===== src/rtl/fpa_share_ctrl.sv =====
// Shares one combinational single-precision adder between two requesters:
// round-robin grant, operand hold for ADD_LAT cycles, valid/ready result return.
module fpa_share_ctrl #(
    parameter int unsigned ADD_LAT = 1,
    parameter int unsigned CNT_W   = 4
) (
    input  logic        clk,
    input  logic        rst,
    input  logic [1:0]  req_valid,
    output logic [1:0]  req_ready,
    input  logic [31:0] req_a0,
    input  logic [31:0] req_b0,
    input  logic [31:0] req_a1,
    input  logic [31:0] req_b1,
    input  logic [1:0]  req_sub,
    output logic [31:0] add_in1,
    output logic [31:0] add_in2,
    input  logic [31:0] add_out,
    output logic [1:0]  resp_valid,
    input  logic [1:0]  resp_ready,
    output logic [31:0] resp_data,
    output logic        busy
);

    typedef enum logic [1:0] {
        ST_IDLE = 2'd0,
        ST_HOLD = 2'd1,
        ST_RESP = 2'd2
    } state_t;

    localparam logic [CNT_W-1:0] CNT_LOAD = CNT_W'(ADD_LAT - 32'd1);
    localparam logic [CNT_W-1:0] CNT_ZERO = {CNT_W{1'b0}};
    localparam logic [CNT_W-1:0] CNT_ONE  = {{(CNT_W-1){1'b0}}, 1'b1};

    // Subtraction is an addition with operand B's sign bit inverted.
    function automatic logic [31:0] fp_negate_if(input logic [31:0] val, input logic neg);
        return {val[31] ^ neg, val[30:0]};
    endfunction

    function automatic logic [1:0] one_hot(input logic idx);
        return idx ? 2'b10 : 2'b01;
    endfunction

    state_t           state_r;
    logic [CNT_W-1:0] cnt_r;
    logic             owner_r;
    logic             last_grant_r;
    logic [31:0]      add_in1_r;
    logic [31:0]      add_in2_r;
    logic [31:0]      resp_data_r;
    logic [1:0]       resp_valid_r;
    logic             busy_r;

    logic             grant_s;
    logic             accept_s;
    logic [1:0]       req_ready_s;
    logic [31:0]      op_a_s;
    logic [31:0]      op_b_s;

    // Round-robin grant: a lone requester wins, contention goes to the one not served last.
    always_comb begin
        grant_s = 1'b0;
        case (req_valid)
            2'b01:   grant_s = 1'b0;
            2'b10:   grant_s = 1'b1;
            2'b11:   grant_s = ~last_grant_r;
            default: grant_s = 1'b0;
        endcase
    end

    // Request acceptance is only possible in IDLE and only for a valid granted requester.
    always_comb begin
        accept_s    = 1'b0;
        req_ready_s = 2'b00;
        if ((state_r == ST_IDLE) && req_valid[grant_s]) begin
            accept_s    = 1'b1;
            req_ready_s = one_hot(grant_s);
        end else begin
            accept_s    = 1'b0;
            req_ready_s = 2'b00;
        end
    end

    // Operand selection for the granted requester, with optional B negation.
    always_comb begin
        op_a_s = 32'h0000_0000;
        op_b_s = 32'h0000_0000;
        if (grant_s) begin
            op_a_s = req_a1;
            op_b_s = fp_negate_if(req_b1, req_sub[1]);
        end else begin
            op_a_s = req_a0;
            op_b_s = fp_negate_if(req_b0, req_sub[0]);
        end
    end

    // Sequencer: issue operands, hold them ADD_LAT cycles, capture, then return the sum.
    always_ff @(posedge clk or posedge rst) begin
        if (rst) begin
            state_r      <= ST_IDLE;
            cnt_r        <= CNT_ZERO;
            owner_r      <= 1'b0;
            last_grant_r <= 1'b1;
            add_in1_r    <= 32'h0000_0000;
            add_in2_r    <= 32'h0000_0000;
            resp_data_r  <= 32'h0000_0000;
            resp_valid_r <= 2'b00;
            busy_r       <= 1'b0;
        end else begin
            case (state_r)
                ST_IDLE: begin
                    if (accept_s) begin
                        add_in1_r    <= op_a_s;
                        add_in2_r    <= op_b_s;
                        owner_r      <= grant_s;
                        last_grant_r <= grant_s;
                        cnt_r        <= CNT_LOAD;
                        busy_r       <= 1'b1;
                        state_r      <= ST_HOLD;
                    end
                end
                ST_HOLD: begin
                    if (cnt_r == CNT_ZERO) begin
                        resp_data_r  <= add_out;
                        resp_valid_r <= one_hot(owner_r);
                        state_r      <= ST_RESP;
                    end else begin
                        cnt_r <= cnt_r - CNT_ONE;
                    end
                end
                ST_RESP: begin
                    // Only the owner's ready completes the transfer.
                    if (resp_ready[owner_r]) begin
                        resp_valid_r <= 2'b00;
                        add_in1_r    <= 32'h0000_0000;
                        add_in2_r    <= 32'h0000_0000;
                        busy_r       <= 1'b0;
                        state_r      <= ST_IDLE;
                    end
                end
                default: begin
                    resp_valid_r <= 2'b00;
                    add_in1_r    <= 32'h0000_0000;
                    add_in2_r    <= 32'h0000_0000;
                    busy_r       <= 1'b0;
                    state_r      <= ST_IDLE;
                end
            endcase
        end
    end

    // Ready is forced low while reset is held so every output reads zero during reset.
    assign req_ready  = rst ? 2'b00 : req_ready_s;
    assign add_in1    = add_in1_r;
    assign add_in2    = add_in2_r;
    assign resp_valid = resp_valid_r;
    assign resp_data  = resp_data_r;
    assign busy       = busy_r;

endmodule

===== config.mk =====
export PLATFORM = sky130hd
export DESIGN_NAME = fpa_share_ctrl
export DESIGN_NICKNAME = d
export VERILOG_FILES = /design/src/rtl/fpa_share_ctrl.sv
export SDC_FILE = /design/constraint.sdc
export NUM_CORES = 1
export LEC_CHECK = 0
export ABC_AREA = 1
export BUFFER_PORTS_ARGS = -buffer_cell sky130_fd_sc_hd__buf_2
export CORE_MARGIN = 3
export CORE_UTILIZATION = 35
export DETAILED_ROUTE_END_ITERATION = 6
export PLACE_DENSITY = 0.65
export SYNTH_ARGS = -nofsm -noshare
export SYNTH_HDL_FRONTEND = slang
export SYNTH_SLANG_ARGS = --single-unit

===== constraint.sdc =====
create_clock -name clk -period 4.02 [get_ports clk]
set_clock_uncertainty 0.15 [all_clocks]
set_input_delay 0.201 -clock clk [delete_from_list [all_inputs] [get_ports clk]]
set_output_delay 0.201 -clock clk [all_outputs]
set_load 0.02 [all_outputs]

==> results.md, run 1 <==
Synthesis:
- The cell type with the largest total area after synthesis is sky130_fd_sc_hd__dfrtp_1.
- In the post-synthesis netlist, the biggest area contributors are sky130_fd_sc_hd__dfrtp_1, sky130_fd_sc_hd__nand2_1, sky130_fd_sc_hd__o21ai_0, sky130_fd_sc_hd__o21ai_1, sky130_fd_sc_hd__nor2_1.
- After synthesis, the mean cell area works out to 8.41 sq um.
- The main combinational cell family by area after synthesis is simple AND/OR/NAND/NOR gates.
- sky130_fd_sc_hd__nand2_1 is the most common cell in the netlist.
- For this run, the leading register cell type out of synthesis is sky130_fd_sc_hd__dfrtp_1.
- The synthesized netlist net count is 730.
- After synthesis, the most frequently instantiated cells are sky130_fd_sc_hd__nand2_1, sky130_fd_sc_hd__dfrtp_1, sky130_fd_sc_hd__nor2_1.
- The portion of synthesized cell area occupied by the leading cell type is 0.562.
- The flop and latch count out of synthesis is 107.
- The count of different cell masters after synthesis is 21.
- The count of yosys warnings during synthesis is 0.
- The arithmetic-cell share of the synthesized area counting full adders, half adders and majority gates is 0.00265.
- The xor and xnor fraction of the mapped netlist area is 0.00371.
- The synthesized netlist occupies a cell area of 0.00472 sq mm.
- The share of the synthesized area in compound gates (AO/OA/AOI/OAI) is 0.142.
- Of the total synthesized cell area, the portion taken by AND, OR, NAND and NOR gates is 0.222.
- Synthesis produced a netlist whose cell count is 561.
- The part of the Yosys area used for sequential elements is 0.568.
- The share of synthesized area spent on multiplexers is 0.
- Counting flops with a built-in enable in the synthesized netlist gives 0.
- The post-synthesis async set-or-reset flop share is 1.00.

Placed design:
- The post-place setup slack is 1670 ps.
- The HPWL after detailed placement is 9980 microns.
- The number of buffers inserted by port buffering is 268.
- The area after detailed placement is 0.00609 sq mm.
- The global placer's final weighted congestion is 0.806.

Die:
- From bottom edge to top edge, the die measures 122 microns.
- The initialized floorplan defines 41 standard-cell rows.
- 269 I/O pins were placed.
- The core region is 0.0129 sq mm.
- The floorplan step defined a die boundary enclosing 0.0149 sq mm.
- The initial cell density of the core is 0.366.
- From left edge to right edge, the die measures 122 microns.

Setup path:
- In this design, the largest share of critical-path delay is due to buffers and inverters.
- For the worst setup path, the data required time is 4160 ps.
- The kind of capture point of the worst setup path is a flop.
- The critical path's most frequent cell is sky130_fd_sc_hd__o21ai_0.
- The cell type of the slowest stage on the worst timing path is sky130_fd_sc_hd__dlygate4sd3_1.
- The maximum fanout along the worst path is 37.
- The cell count of the worst reg-to-reg path is 7.
- The critical path launch point type is a flop.
- The setup path with the least slack is of type reg -> reg.
- On the worst path, the slowest cell contributes a delay of 560 ps.
- Together, buffers and inverters on the worst path number 3.
- The critical path arrival is 2860 ps.
- The critical path goes through nor2_2 > inv_2 > nor2_4 > buf_4 > o21ai_0 > o21ai_0 > dlygate4sd3_1.
- The number of logic stages on the critical path including buffering is 7.

Clocking:
- The clock reaches the later pin of the worst-skew pair after 350 ps.
- The TritonCTS clock tree is done.
- In this run the number of H-tree levels came out at 3.
- The cell sitting at the root of the clock tree is a sky130_fd_sc_hd__clkbuf_16.
- The number of buffers added by the clock tree synthesis step is 9.
- Clock-pin slew was measured on the worst setup and hold paths at 70 ps.
- The clock passes through at most 2 buffers.
- The number of sinks handled by clock tree synthesis is 107.

GRT:
- The number of global-route vias before repair is 5655.
- The final global-route overflow total is 0.
- The overall global routing resource usage is 0.219.
- The initial antenna violation count was 0.
- The global-route wire length before repair is 26100 microns.
- Entering global routing, the biggest net connects 65 pins.

Route:
- After detailed routing, the number of remaining DRC violations is 0.
- After detailed routing, the total wire length is 16400 microns.
- The count of nets left with antenna violations once routing finished came out at 0.
- For this run, the detailed router's first-pass iteration total came to 5.
- The count of vias placed by the detailed router is 5401.
- Dividing the detail-routed wire length by the instance count gives 14.4 microns.
- For this block, the initial DRC count from the detailed router was 296.
- In the routed layout, each cell is associated on average with a via count of 4.75.

STA:
- In this run the tightest slew margin relative to its limit is 0.526.
- The final-report max-slew violation count came to 0.
- The clock period minus final worst setup slack is 2730 ps.
- At the pin with the least slew margin, the transition time is 711 ps.
- The final setup slack of the worst path is 1290 ps.
- The maximum clock rate is 367 MHz.
- The period utilization is 0.678.
- Setup repair after global routing left no endpoint under its margin.
- The final number of hold-violating endpoints was 0.
- The final count of negative-setup-slack endpoints is 0.
- The setup total negative slack is 0 ps.

Layout:
- The area growth from synthesis to layout is 66.9%.
- The number of filler instances in the final layout is 1075.
- In the final layout, the share of cells above drive strength 1 is 0.316.
- After routing the design area is 0.00787 sq mm.
- The layout net count is 1128.

Run status:
- The run finished with clean final reports.

Power:
- VDD sags by at most 0.429 mV.
- Summed over all cells, the static leakage comes to 4.13 nW.
- Summing internal, switching and leakage power gives 0.00576 W.
- The power density over the cells is 732 mW/mm^2.

Worst hold path:
- The worst hold path passes through 3 cells.
- The type of the tightest min-delay check is in -> reg.

Flow run:
- Across the run, the number of max-cap violations was 0.
==> kinds of logic (layout without fill, tap and decap cells) <==
logic type,count (synthesis),after routing
DFF,107,107
buffers and inverters,46,449
adders and majority gates,1,1
AOI/OAI and AO/OA,134,134
xor gates and xnor gates,2,2
other,0,1
and+or+nand+nor,271,271
==> per-layer routing <==
| layer | part of all wire | global-route usage | vias up | wire [microns] |
|---|---|---|---|---|
| met4 | 0.028 | 0.0805 | 0 | 454 |
| li1 | - | - | 2596 | - |
| met5 | 0 | 0 | - | 0 |
| met2 | 0.49 | 0.384 | 271 | 8090 |
| met3 | 0.093 | 0.0715 | 39 | 1530 |
| met1 | 0.39 | 0.249 | 2495 | 6320 |
==> placed cells by master (no fill, tap or decap), types with 2 or more instances in the layout <==
cell type / count
sky130_fd_sc_hd__inv_6: 2
sky130_fd_sc_hd__buf_2: 268
sky130_fd_sc_hd__nor2_2: 3
sky130_fd_sc_hd__inv_1: 6
sky130_fd_sc_hd__xnor2_1: 2
sky130_fd_sc_hd__nand3_1: 4
sky130_fd_sc_hd__dfrtp_1: 106
sky130_fd_sc_hd__nand2_1: 191
sky130_fd_sc_hd__clkinv_4: 2
sky130_fd_sc_hd__o21ai_0: 66
sky130_fd_sc_hd__nand3_2: 2
sky130_fd_sc_hd__o21ai_1: 66
sky130_fd_sc_hd__clkbuf_16: 9
sky130_fd_sc_hd__dlygate4sd3_1: 147
sky130_fd_sc_hd__inv_2: 4
sky130_fd_sc_hd__nor2_1: 67
sky130_fd_sc_hd__buf_4: 6
sky130_fd_sc_hd__nand2_2: 2
==> sequential cells by signal, summed over array words and instances, names as in the netlist <==
| signal | flops |
|---|---|
| state_r | 2 |
| cnt_r | 4 |
| owner_r | 1 |
| add_in1 | 32 |
| resp_data | 32 |
| last_grant_r | 1 |
| resp_valid | 2 |
| add_in2 | 32 |
| busy | 1 |
==> final timing paths <==
kind / start / to / slack [ps]
max: state_r[0] / add_in1[24] / 1290
min: req_b0[29] / add_in2[29] / 20
max reg2reg: state_r[0] / add_in1[24] / 1290
min reg2reg: last_grant_r / last_grant_r / 320
max in group asynchronous: rst / add_in2[23] / 2540
min in group asynchronous: rst / add_in1[27] / 250
==> per-stage QoR <==
step | util | hold WS (ps) | std cells
final | 0.611 | 16.2 | 1137
after global routing | 0.611 | 14.2 | 1136
after CTS | 0.611 | 1.98 | 1136
after detailed placement | 0.473 | 78.5 | 973
after global placement | 0.473 | 72.4 | 973
after floorplan | - | 161 | 561
==> where the power goes <==
part           switching [W]  total [W]  internal [W]
sequential          0.000269    0.00185       0.00158
combinational        0.00177    0.00298       0.00121
clock               0.000417   0.000925      0.000507
total                0.00246    0.00576       0.00330
==> area by class of cell <==
type                       count  area (sq um)  share of cell area
timing repair buffer         421          2860               0.363
sequential                   107          2680               0.340
multi-input combinational    408          1760               0.223
clock buffer                  10           239              0.0304
tap                          172           215              0.0273
clock inverter                 6          72.6             0.00922
inverter                      12          48.8             0.00620
antenna                        1          2.50            0.000318
==> worst min-delay path, cell delays in order <==
cell and delay [ps]:
sky130_fd_sc_hd__buf_2 70, sky130_fd_sc_hd__nor2_1 30, sky130_fd_sc_hd__o21ai_1 160
==> repair_timing <==
item	CTS	global route
hold buffers	147	0
buffers inserted	0	0
gates resized for setup	0	0
endpoints found under the hold margin	121	0
(Power assumes the default switching activity.)
==> inputs of run 2 (changes only) <==
--- a/config.mk
+++ b/config.mk
@@ -5,12 +5,12 @@
 export SDC_FILE = /design/constraint.sdc
 export NUM_CORES = 1
 export LEC_CHECK = 0
-export ABC_AREA = 1
+export ABC_AREA = 0
 export BUFFER_PORTS_ARGS = -buffer_cell sky130_fd_sc_hd__buf_2
 export CORE_MARGIN = 3
 export CORE_UTILIZATION = 35
 export DETAILED_ROUTE_END_ITERATION = 6
-export PLACE_DENSITY = 0.65
+export PLACE_DENSITY = 0.64
 export SYNTH_ARGS = -nofsm -noshare
 export SYNTH_HDL_FRONTEND = slang
 export SYNTH_SLANG_ARGS = --single-unit
==> constraint.sdc (replaced) <==
create_clock -name clk -period 2.8 [get_ports clk]
set_clock_uncertainty 0.15 [all_clocks]
set_input_delay 0.14 -clock clk [delete_from_list [all_inputs] [get_ports clk]]
set_output_delay 0.14 -clock clk [all_outputs]
set_load 0.02 [all_outputs]
==> run 2 against run 1 <==
Against the previous run: count of clock-buffer cells in the layout is 1 lower; cell count decreased by 17%; register-to-register slack got worse by 920 ps; synthesized area grew 4.0%; global-route usage grew 0.36 points; sequential share of layout area decreased by 1.3 points; setup slack worse by 1000 ps; non-clock buffer count grew 7; combinational power rose by 35%.
==> results.md, run 2 <==
Die:
- The die is 124 microns tall.
- The initial cell density of the core is 0.364.
- The die covers 0.0155 sq mm.
- The horizontal die dimension is 124 microns.
- Pin placement for this block handled 269 I/O pins.
- The placeable core region is 0.0135 sq mm.
- The floorplan has 42 rows.

Clocking:
- The number of buffers added by the clock tree synthesis step is 9.
- No sink is reached through more buffers than the 2 on the longest clock path.
- The number of H-tree levels is 3.
- In this run the post-CTS setup repair buffer count came out at 0.
- The insertion delay to the later sink of the worst-skew pair is 340 ps.
- The tree is rooted in a sky130_fd_sc_hd__clkbuf_16.
- The number of sinks handled by clock tree synthesis is 107.
- The clock edge transition at the registers on the reported setup and hold paths is 80 ps.
- The TritonCTS clock tree is done.

Flow run:
- The number of violations of the max-capacitance limit is 0.

Synthesis:
- The cell type with the largest total area after synthesis is sky130_fd_sc_hd__dfrtp_1.
- The share of synthesized area spent on multiplexers is 0.107.
- The synthesized netlist net count is 528.
- Synthesis produced 359 cells.
- After synthesis the netlist holds a flip-flop and latch count of 107.
- In the post-synthesis netlist, the biggest area contributors are sky130_fd_sc_hd__dfrtp_1, sky130_fd_sc_hd__o2bb2ai_1, sky130_fd_sc_hd__a32oi_1, sky130_fd_sc_hd__mux2_4, sky130_fd_sc_hd__clkbuf_1.
- The average instance in the mapped netlist occupies 13.7 sq um.
- The commonest cells after synthesis are sky130_fd_sc_hd__dfrtp_1, sky130_fd_sc_hd__o2bb2ai_1, sky130_fd_sc_hd__a32oi_1.
- The synthesized netlist occupies a cell area of 0.00490 sq mm.
- The synthesized design contains 0 enable-type register cells.
- The number of different library cells used by synthesis comes to 37.
- The part of the Yosys area used for sequential elements is 0.546.
- The most used flip-flop cell after synthesis is sky130_fd_sc_hd__dfrtp_1.
- Of the post-synthesis cell area, the dominant cell type holds 0.541.
- After synthesis, the share of flip-flops with an asynchronous set or reset is 1.00.
- Yosys printed 0 warnings.
- The most instantiated library cell after synthesis is sky130_fd_sc_hd__dfrtp_1.
- The share of the synthesized area in compound gates (AO/OA/AOI/OAI) was 0.255.
- The arithmetic-cell share of the synthesized area counting full adders, half adders and majority gates is 0.00255.
- Of the total synthesized cell area, the portion taken by XOR and XNOR cells is 0.00357.
- Of the total synthesized cell area, the portion taken by AND, OR, NAND and NOR gates is 0.0268.
- The main combinational cell family by area after synthesis is compound AO/OA/AOI/OAI gates.

Setup path:
- The critical path starts at req_valid[1].
- The maximum fanout along the worst path is 34.
- The kind of capture point of the worst setup path is a flop.
- The worst setup path is launched from a primary input.
- The startpoint-to-endpoint class of the critical path is in -> reg.
- The data required time at the worst endpoint is 2910 ps.
- The cell count of the worst reg-to-reg path is 5.
- The startpoint identified for the worst register-to-register timing path is last_grant_r.
- At the worst endpoint, the arrival time is 2640 ps.

STA:
- Counting I/O delays and the setup requirement, the final critical path takes 2540 ps.
- The final-report max-slew violation count is 0.
- Setup repair after global routing left no endpoint under its margin.
- After routing, the total negative slack on setup checks comes to 0 ps.
- The period utilization is 0.906.
- The maximum clock rate is 394 MHz.
- The minimum hold slack is 10.5 ps.
- The final number of hold-violating endpoints is 0.
- Headroom to the max-slew limit came out at 0.474.
- The slew at the pin with the worst max-slew slack is 789 ps.
- Setup violations remaining at the end of the flow were counted as 0.

Layout:
- The most common library cell in the layout ignoring fill and taps is sky130_fd_sc_hd__buf_2.
- The number of filler instances in the final layout is 1026.
- From synthesis to final layout, the design area changed by 67.0%.
- Once layout is complete, the cells apart from fillers number 939.
- Of the cells placed in the final design, the portion with a size suffix greater than 1 is 0.441.
- The net count of the finished layout is 926.
- The post-route core utilization is 0.609.
- Leaving out fill and tap cells, the most frequent cells in the layout are sky130_fd_sc_hd__buf_2, sky130_fd_sc_hd__dlygate4sd3_1, sky130_fd_sc_hd__dfrtp_1, sky130_fd_sc_hd__o2bb2ai_1, sky130_fd_sc_hd__a32oi_1.
- The design area is 0.00819 sq mm.

GRT:
- The initial antenna violation count was 0.
- In the global route stage, overall resource usage came out at 0.222.
- The number of global-route vias before repair was 5490.
- The final global-route overflow total is 0.
- The pin count of the biggest net entering global routing is 94.
- The global-route wire length before repair is 28200 microns.

Placed design:
- Port buffering added 268 buffers.
- The area after detailed placement is 0.00634 sq mm.
- The number of placed instances with taps included is 771.
- Summed over all nets, the half-perimeter wirelength after detailed placement is 10400 microns.
- The global placer's final weighted congestion is 0.930.

Route:
- The number of detailed-route iterations in the first pass is 4.
- The count of vias placed by the detailed router is 4994.
- The first routing iteration left 296 violations.
- The number of antenna-violating nets in the routed design is 0.
- In the final routed layout, each cell accounts on average for 18.7 microns.
- The ratio of routed vias to standard cells is 5.32.
- The detailed-route DRC error count is 0.
- The final layout contains routed wiring with a total length of 17600 microns.

Run status:
- The run finished with clean final reports.

Power:
- The power density over the cells is 985 mW/mm^2.
- Summed over all cells, the static leakage comes to 3.82 nW.
- VDD sags by at most 0.654 mV.

Worst hold path:
- The type of the tightest min-delay check is in -> reg.
- The startpoint of the tightest hold check path is req_b1[10].
- The number of cells on the worst hold path is 3.
[run 2: what timing repair did]
| action | CTS | global route |
|---|---|---|
| endpoints found under the setup margin | 0 | 1 |
| gates resized for setup | 0 | 1 |
| hold buffers | 151 | 0 |
| hold endpoints to repair | 109 | 0 |
[run 2: logic make-up after synthesis]
kind of cell / count (synthesis)
AO/OA/AOI/OAI: 147
flip-flops: 107
buffers and inverters: 46
multiplexers: 37
AND/OR/NAND/NOR: 19
XOR/XNOR: 2
adder cells (fa/ha/maj): 1
[run 2: where the power goes]
| group | leakage (nW) | internal, W | total (W) | switching (W) |
|---|---|---|---|---|
| Combinational | 2.31 | 0.00182 | 0.00401 | 0.00219 |
| Clock | 0.160 | 0.000802 | 0.00140 | 0.000599 |
| Sequential | 1.34 | 0.00222 | 0.00266 | 0.000437 |
| Total | 3.82 | 0.00484 | 0.00807 | 0.00322 |
[run 2: worst max-delay path, cell delays in order]
cell and delay [ps]:
sky130_fd_sc_hd__dlygate4sd3_1 520, sky130_fd_sc_hd__buf_2 210, sky130_fd_sc_hd__a21boi_4 430, sky130_fd_sc_hd__buf_4 430, sky130_fd_sc_hd__a32oi_1 130, sky130_fd_sc_hd__dlygate4sd3_1 610, sky130_fd_sc_hd__o2bb2ai_1 160
[run 2: worst paths after layout]
| check | to | slack [ps] |
|---|---|---|
| setup / recovery | add_in1[17] | 260 |
| min in group asynchronous | resp_data[21] | 200 |
| hold / removal | add_in2[10] | 10 |
| max in group asynchronous | last_grant_r | 1520 |
| hold reg to reg | add_in1[5] | 340 |
| setup reg to reg | add_in1[25] | 370 |
[run 2: through the flow]
| stage | power [W] | setup WS (ps) |
|---|---|---|
| detailed placement | 0.00633 | 768 |
| CTS | 0.00806 | 214 |
| finish | 0.00807 | 263 |
| global route | 0.00851 | 97.3 |
| floorplan | 0.00523 | 333 |
| global placement | 0.00622 | 836 |
[run 2: layer usage]
metal,global-route usage,wire length [microns],part of all wire
met3,0.0583,1240,0.070
met5,0,0,0
met2,0.383,8960,0.51
met1,0.265,6840,0.39
met4,0.0883,519,0.030
[run 2: area by class of cell]
type | count | area [sq um] | share of cell area
well taps | 176 | 220 | 0.0269
multi-input cells | 206 | 1960 | 0.239
repair buffers | 428 | 2970 | 0.363
diodes | 1 | 2.50 | 0.000306
clock inverters | 7 | 108 | 0.0131
flip-flops and latches | 107 | 2680 | 0.327
clock buffers | 9 | 225 | 0.0275
inverters | 5 | 22.5 | 0.00275
